--- src/rtl/fpu_add_seq.sv ---
// fpu_add_seq: multi-cycle parameterised floating-point adder/subtractor.
// Round-to-nearest-even with guard/round/sticky; denormals flush to zero.
// Start/busy/done handshake, one result every 5 cycles back-to-back.
module fpu_add_seq #(
  parameter int unsigned EXP_W  = 8,
  parameter int unsigned FRAC_W = 23
) (
  input  logic                  clk,
  input  logic                  reset,
  input  logic                  start,
  input  logic                  sub,
  input  logic [EXP_W+FRAC_W:0] BusA,
  input  logic [EXP_W+FRAC_W:0] BusB,
  output logic [EXP_W+FRAC_W:0] BusW,
  output logic                  busy,
  output logic                  done,
  output logic [3:0]            flags
);

  localparam int unsigned W   = 1 + EXP_W + FRAC_W;
  localparam int unsigned MW  = FRAC_W + 4;
  localparam int unsigned LZW = $clog2(MW + 1);
  localparam int unsigned EW  = ((EXP_W > LZW) ? EXP_W : LZW) + 2;

  localparam logic [EXP_W-1:0]     EXP_ONES = '1;
  localparam logic [W-1:0]         QNAN     = {1'b0, {EXP_W{1'b1}}, 1'b1, {(FRAC_W-1){1'b0}}};
  localparam logic signed [EW-1:0] EXP_MAX  = {{(EW-EXP_W){1'b0}}, EXP_ONES};
  localparam logic signed [EW-1:0] EXP_ZERO = '0;

  typedef enum logic [2:0] {IDLE, ALIGN, ADD, NORM, ROUND} stateT;

  stateT                  state;
  logic                   sX, sY, signR, zeroR, specHitQ;
  logic [EXP_W-1:0]       eX, diff;
  logic [MW-1:0]          mX, mY, mant;
  logic [MW:0]            sum;
  logic signed [EW-1:0]   expR;
  logic [W-1:0]           specValQ;
  logic [3:0]             specFlQ;

  // Leading-zero count of a mantissa; all-zero input returns MW.
  function automatic logic [LZW-1:0] lzc(input logic [MW-1:0] v);
    lzc = LZW'(MW);
    for (int i = 0; i < MW; i++) begin
      if (v[i]) lzc = LZW'(MW - 1 - i);
    end
  endfunction

  logic             signA, signB, zeroA, zeroB, nanA, nanB, infA, infB, aGe;
  logic [EXP_W-1:0] expA, expB;
  logic [FRAC_W-1:0] fracA, fracB;
  logic [MW-1:0]    manA, manB;
  logic             specHit;
  logic [W-1:0]     specVal;
  logic [3:0]       specFl;

  // Operand decode, magnitude compare and special-operand result.
  always_comb begin
    signA = BusA[W-1];
    signB = BusB[W-1] ^ sub;
    expA  = BusA[W-2:FRAC_W];
    expB  = BusB[W-2:FRAC_W];
    fracA = BusA[FRAC_W-1:0];
    fracB = BusB[FRAC_W-1:0];
    zeroA = (expA == '0);
    zeroB = (expB == '0);
    nanA  = (expA == EXP_ONES) && (fracA != '0);
    nanB  = (expB == EXP_ONES) && (fracB != '0);
    infA  = (expA == EXP_ONES) && (fracA == '0);
    infB  = (expB == EXP_ONES) && (fracB == '0);
    manA  = zeroA ? '0 : {1'b1, fracA, 3'b000};
    manB  = zeroB ? '0 : {1'b1, fracB, 3'b000};
    aGe   = {expA, manA} >= {expB, manB};
    specHit = 1'b1;
    specVal = '0;
    specFl  = '0;
    if (nanA || nanB) begin
      specVal = QNAN;
    end else if (infA && infB && (signA != signB)) begin
      specVal = QNAN;
      specFl  = 4'b1000;
    end else if (infA) begin
      specVal = {signA, expA, fracA};
    end else if (infB) begin
      specVal = {signB, expB, fracB};
    end else if (zeroA && zeroB) begin
      specVal = {signA & signB, {(W-1){1'b0}}};
    end else if (zeroA) begin
      specVal = {signB, expB, fracB};
    end else if (zeroB) begin
      specVal = {signA, expA, fracA};
    end else begin
      specHit = 1'b0;
    end
  end

  logic [MW-1:0] shifted, lostMask, aligned;

  // Right-shift the smaller mantissa, folding shifted-out bits into sticky.
  always_comb begin
    shifted  = mY >> diff;
    lostMask = ~({MW{1'b1}} << diff);
    if (32'(diff) >= 32'(FRAC_W + 3)) aligned = {{(MW-1){1'b0}}, |mY};
    else aligned = {shifted[MW-1:1], shifted[0] | (|(mY & lostMask))};
  end

  logic [LZW-1:0]       lz;
  logic [MW-1:0]        normMant;
  logic signed [EW-1:0] normExp;
  logic                 normZero;

  // Normalise the raw sum: carry shifts right, otherwise shift out leading zeros.
  always_comb begin
    lz       = lzc(sum[MW-1:0]);
    normZero = (sum == '0);
    if (sum[MW]) begin
      normMant = {sum[MW:2], sum[1] | sum[0]};
      normExp  = expR + EW'(1);
    end else begin
      normMant = sum[MW-1:0] << lz;
      normExp  = expR - EW'(lz);
    end
  end

  logic                 inc, inexact;
  logic [FRAC_W+1:0]    rounded;
  logic signed [EW-1:0] rndExp;
  logic [FRAC_W-1:0]    rndFrac;
  logic [W-1:0]         resW;
  logic [3:0]           resF;

  // Round to nearest even, then resolve overflow, underflow and specials.
  always_comb begin
    inc     = mant[2] & (mant[1] | mant[0] | mant[3]);
    inexact = mant[2] | mant[1] | mant[0];
    rounded = {1'b0, mant[MW-1:3]} + (FRAC_W+2)'(inc);
    rndExp  = expR;
    rndFrac = rounded[FRAC_W-1:0];
    if (rounded[FRAC_W+1]) begin
      rndExp  = expR + EW'(1);
      rndFrac = rounded[FRAC_W:1];
    end
    if (specHitQ) begin
      resW = specValQ;
      resF = specFlQ;
    end else if (zeroR) begin
      resW = '0;
      resF = '0;
    end else if (rndExp >= EXP_MAX) begin
      resW = {signR, EXP_ONES, {FRAC_W{1'b0}}};
      resF = 4'b0101;
    end else if (rndExp <= EXP_ZERO) begin
      resW = {signR, {(W-1){1'b0}}};
      resF = 4'b0011;
    end else begin
      resW = {signR, rndExp[EXP_W-1:0], rndFrac};
      resF = {3'b000, inexact};
    end
  end

  // Sequencer: IDLE -> ALIGN -> ADD -> NORM -> ROUND, outputs registered.
  always_ff @(posedge clk or posedge reset) begin
    if (reset) begin
      state    <= IDLE;
      sX       <= 1'b0;
      sY       <= 1'b0;
      signR    <= 1'b0;
      zeroR    <= 1'b0;
      specHitQ <= 1'b0;
      eX       <= '0;
      diff     <= '0;
      mX       <= '0;
      mY       <= '0;
      mant     <= '0;
      sum      <= '0;
      expR     <= '0;
      specValQ <= '0;
      specFlQ  <= '0;
      BusW     <= '0;
      flags    <= '0;
      busy     <= 1'b0;
      done     <= 1'b0;
    end else begin
      done <= 1'b0;
      case (state)
        IDLE: begin
          if (start) begin
            specHitQ <= specHit;
            specValQ <= specVal;
            specFlQ  <= specFl;
            if (aGe) begin
              sX <= signA; eX <= expA; mX <= manA;
              sY <= signB; mY <= manB; diff <= expA - expB;
            end else begin
              sX <= signB; eX <= expB; mX <= manB;
              sY <= signA; mY <= manA; diff <= expB - expA;
            end
            busy  <= 1'b1;
            state <= ALIGN;
          end
        end
        ALIGN: begin
          mY    <= aligned;
          state <= ADD;
        end
        ADD: begin
          sum   <= (sX == sY) ? ({1'b0, mX} + {1'b0, mY}) : ({1'b0, mX} - {1'b0, mY});
          expR  <= EW'(eX);
          signR <= sX;
          state <= NORM;
        end
        NORM: begin
          mant  <= normMant;
          expR  <= normExp;
          zeroR <= normZero;
          state <= ROUND;
        end
        ROUND: begin
          BusW  <= resW;
          flags <= resF;
          done  <= 1'b1;
          busy  <= 1'b0;
          state <= IDLE;
        end
        default: state <= IDLE;
      endcase
    end
  end

endmodule

--- config.mk ---
export PLATFORM = sky130hd
export DESIGN_NAME = fpu_add_seq
export DESIGN_NICKNAME = d
export VERILOG_FILES = /design/src/rtl/fpu_add_seq.sv
export SDC_FILE = /design/constraint.sdc
export NUM_CORES = 1
export LEC_CHECK = 0
export ABC_AREA = 1
export CAP_MARGIN = 0
export CELL_PAD_IN_SITES_DETAIL_PLACEMENT = 2
export CELL_PAD_IN_SITES_GLOBAL_PLACEMENT = 2
export CORE_ASPECT_RATIO = 1.5
export CORE_MARGIN = 8
export CORE_UTILIZATION = 31
export DETAILED_ROUTE_END_ITERATION = 12
export GPL_ROUTABILITY_DRIVEN = 0
export PLACE_DENSITY_LB_ADDON = 0.1
export SYNTH_ARGS = -nofsm -noshare
export SYNTH_HDL_FRONTEND = slang
export SYNTH_SLANG_ARGS = --single-unit
--- constraint.sdc ---
create_clock -name clk -period 6.5 [get_ports clk]
set_input_delay 0.975 -clock clk [delete_from_list [all_inputs] [get_ports clk]]
set_output_delay 0.975 -clock clk [all_outputs]
set_load 0.01 [all_outputs]
==> flow_summary.yaml <==
timing:
  slew_headroom: 0.172
  min_period_ns: 5.19
  slew_violations: 0
  rsz0062_at_grt: "no"
  fin_worst_skew_ns: 0.0194
  fin_ws_ns: 1.31
  timing.fmax_mhz: 193
  hold_viol_final: 0
  fin_tns_setup_ns: 0
  max_slew.worst_pin.slew_ns: 1.24
  hold_slack_ns: 0.484
  setup_violations: 0
  finalCritPeriodShare: 0.799
clock_network:
  cts_sinks: 211
  cts.hold.buffers_added: 0
  cts_buffers: 25
  ctsRootBufferMaster: "clkbuf_16"
  cts.path.max_buffers: 3
  cts_setup_buffers: 0
  worstSkewPairLatency_ns: 0.57
  clk_pin_slew_worst_paths_ns: 0.06
  cts_resized: 0
  h-tree-depth: 1
  cts_tree: "yes"
drt:
  antenna_left: 0
  drc_errors: 0
  viasPerCell: 5.72
  routed_wl_um: 85800
  wl_per_cell_um: 26.3
  drtIter0Drc: 948
  vias: 18687
  drt_first_pass_iters: 5
synth:
  synthAdderAreaFrac: 0.0590
  synthSimpleGateAreaFrac: 0.271
  ys_top_cells_by_area: "dfrtp_1 (31%), nand2_1 (11%), a21oi_1 (7.4%), o21ai_0 (7.2%), nand3_1 (5.9%)"
  synth_area_sq_mm: 0.0170
  synth_cell_types: 59
  syn_avg_cell_area_sq_um: 6.76
  synth.yosys.seq_area_share: 0.310
  synth_top_family_by_area: "simple AND/OR/NAND/NOR gates"
  synth_seq_cells: 211
  synth_xor_area_frac: 0.0411
  netlist.area_leader.share: 0.310
  synth_top_area_cell: "dfrtp_1"
  syn_inst: 2520
  synth_mux_area_frac: 0.00235
  synth_nets: 2666
  synth_warnings: 0
  synth_compound_area_frac: 0.231
placed_design:
  dp_hpwl_um: 67900
  dp_cells: 3220
  io_buffers: 105
  placed_area_sq_mm: 0.0187
  post-place-ws_ns: 0.698
global_routing:
  grt_pass1_vias: 20656
  grt_max_degree: 169
  gr-usage-all-layers: 0.268
  antenna_found_initial: 0
  grt_pass1_wl_um: 131000
  overflow: 0
critical_path:
  crit_family: "buffers and inverters"
  cp.buffers_inverters: 4
  worst_r2r_path_depth: 29
  timing.rr.start: "sX"
  slowest_stage: "clkinv_1"
  cp_cell_sequence: "clkdlybuf4s50_1 > inv_1 > nand4_1 > nor2_1 > clkinv_1 > nand2_1 > ha_1 > a21oi_1 > o31ai_1 > nand2_1 > o211ai_1 > nand2_1 > o2111ai_1 > nand2_1 > nand3_4 > buf_12 > o21ai_0 > a22oi_1"
  arrival_ns: 5.58
  worstSetupPathType: "in2reg"
  r2r-end: "sum[24]"
  crit_top_cell: "nand2_1"
  required_ns: 6.89
  worstPathMaxFanout: 55
  endpoint_kind: "flip-flop"
  rrSetupSlack_ns: 1.67
  start_kind: "input port"
  max_stage_delay_ns: 0.66
floorplan:
  rows: 105
  core_area_sq_mm: 0.0545
  die_y_um: 303
  die-area_sq_mm: 0.0629
  fp.dieW_um: 207
  initial_core_util: 0.313
  ios: 106
worst_hold_path:
  worstHoldStart: "flags[2]"
  hp-class: "reg2reg"
  holdPathEnd: "flags[2]"
  hold_depth: 2
layout:
  fin_util: 0.359
  final_cells: 3265
  drive_above_1_share: 0.0475
  fillers: 6465
  final_area_sq_mm: 0.0196
  multi_input_area_sq_mm: 0.0103
  layout.nets: 2698
  n_antenna_cell: 0
  ff_latch_area_sq_mm: 0.00528
  area_delta_synth_final_pct: 14.9
power:
  power.total_mw: 12.8
  p_leak_nw: 8.82
  ir_drop_mv: 0.263
  p_per_area_mw_per_mm2: 651
status:
  status: "completed"
flow_run:
  drv_cap: 0
where the power goes:
group          internal [mW]  switching, mW
registers               1.90          0.902
clock network          0.885          0.643
logic                   2.83           5.60
cell type report:
type | instances | share of cell area
clock buffers | 34 | 0.0357
clock inverters | 11 | 0.00850
inverters | 244 | 0.0470
multi-input cells | 1934 | 0.528
flip-flops and latches | 211 | 0.270
well taps | 695 | 0.0444
repair buffers | 136 | 0.0668
synth_stat cells, drive strengths merged:
library cell / n
a211oi: 4
o21ai: 261
nor2: 245
a21o: 1
o211ai: 35
buf: 31
o311ai: 5
fa: 4
nor3b: 1
o31ai: 10
dfrtp: 211
nand3: 206
xnor2: 31
o32ai: 1
or2: 8
o22a: 1
a21oi: 255
o221ai: 8
clkinv: 8
and3: 1
mux2i: 4
clkbuf: 100
ha: 74
xor2: 49
a221o: 1
a21boi: 2
nand2: 526
nor3: 37
o2111ai: 7
inv: 236
a32oi: 2
a31oi: 28
nand4: 29
a2111oi: 4
o41ai: 7
o22ai: 23
nor4: 23
nand3b: 1
a221oi: 5
and2: 2
or4: 2
o311a: 1
o21a: 1
a22oi: 24
a32o: 5
cell usage in the layout (no fill, tap or decap), drive strengths merged, types with 4 or more instances in the layout:
cell           netlist  layout
nand3              206     206
a221oi               5       5
a2111oi              4       4
a21oi              255     255
buf                 31      31
o21ai              261     261
o31ai               10      10
nor2               245     245
clkdlybuf4s50        0     105
a31oi               28      28
fa                   4       4
o311ai               5       5
nor4                23      23
mux2i                4       4
o41ai                7       7
or2                  8       8
nor3                37      37
o221ai               8       8
o2111ai              7       7
o22ai               23      23
xor2                49      49
clkinv               8      11
ha                  74      74
clkbuf             100      34
a32o                 5       5
o211ai              35      35
inv                236     239
dfrtp              211     211
a211oi               4       4
nand2              526     526
a22oi               24      24
xnor2               31      31
nand4               29      29
logic make-up after synthesis:
family          Yosys count
flops                   211
simple gates           1081
buf+inv                 375
xor+xnor                 80
compound gates          691
mux                       4
fa+ha+maj                78
how the worst max path moves through the flow:
stage	endpoint	slack (ns)	startpoint	cells after the start
floorplan	diff[4]	2.35	BusB[25]	21
global placement	mY[25]	0.82	BusB[24]	17
detailed placement	mY[25]	0.70	BusB[24]	17
CTS	mY[25]	1.28	BusB[24]	17
global route	mY[25]	0.98	BusB[24]	18
finish	mY[25]	1.31	BusB[24]	18
per-layer routing:
| layer | up-vias | part of all wire | global-route usage |
|---|---|---|---|
| li1 | 8670 | - | - |
| met4 | 0 | 0.049 | 0.121 |
| met5 | - | 0 | 0 |
| met1 | 9533 | 0.40 | 0.301 |
| met2 | 342 | 0.53 | 0.512 |
| met3 | 142 | 0.026 | 0.0221 |
sequential cells by signal, summed over array words and instances (netlist names), 3 cells and up:
register / cells
expR: 10
eX: 8
sum: 28
mant: 27
specValQ: 32
state: 3
mX: 24
BusW: 32
flags: 4
diff: 8
mY: 27
worst register-to-register path, delay by kind of cell (launching register included):
family	cells	cell delay (ns)
fa+ha+maj	1	0.29
xor+xnor	3	1.05
simple gates	19	1.75
compound gates	4	0.66
flops	1	0.42
buf+inv	2	0.51
Power figures use the tool's default switching activity.
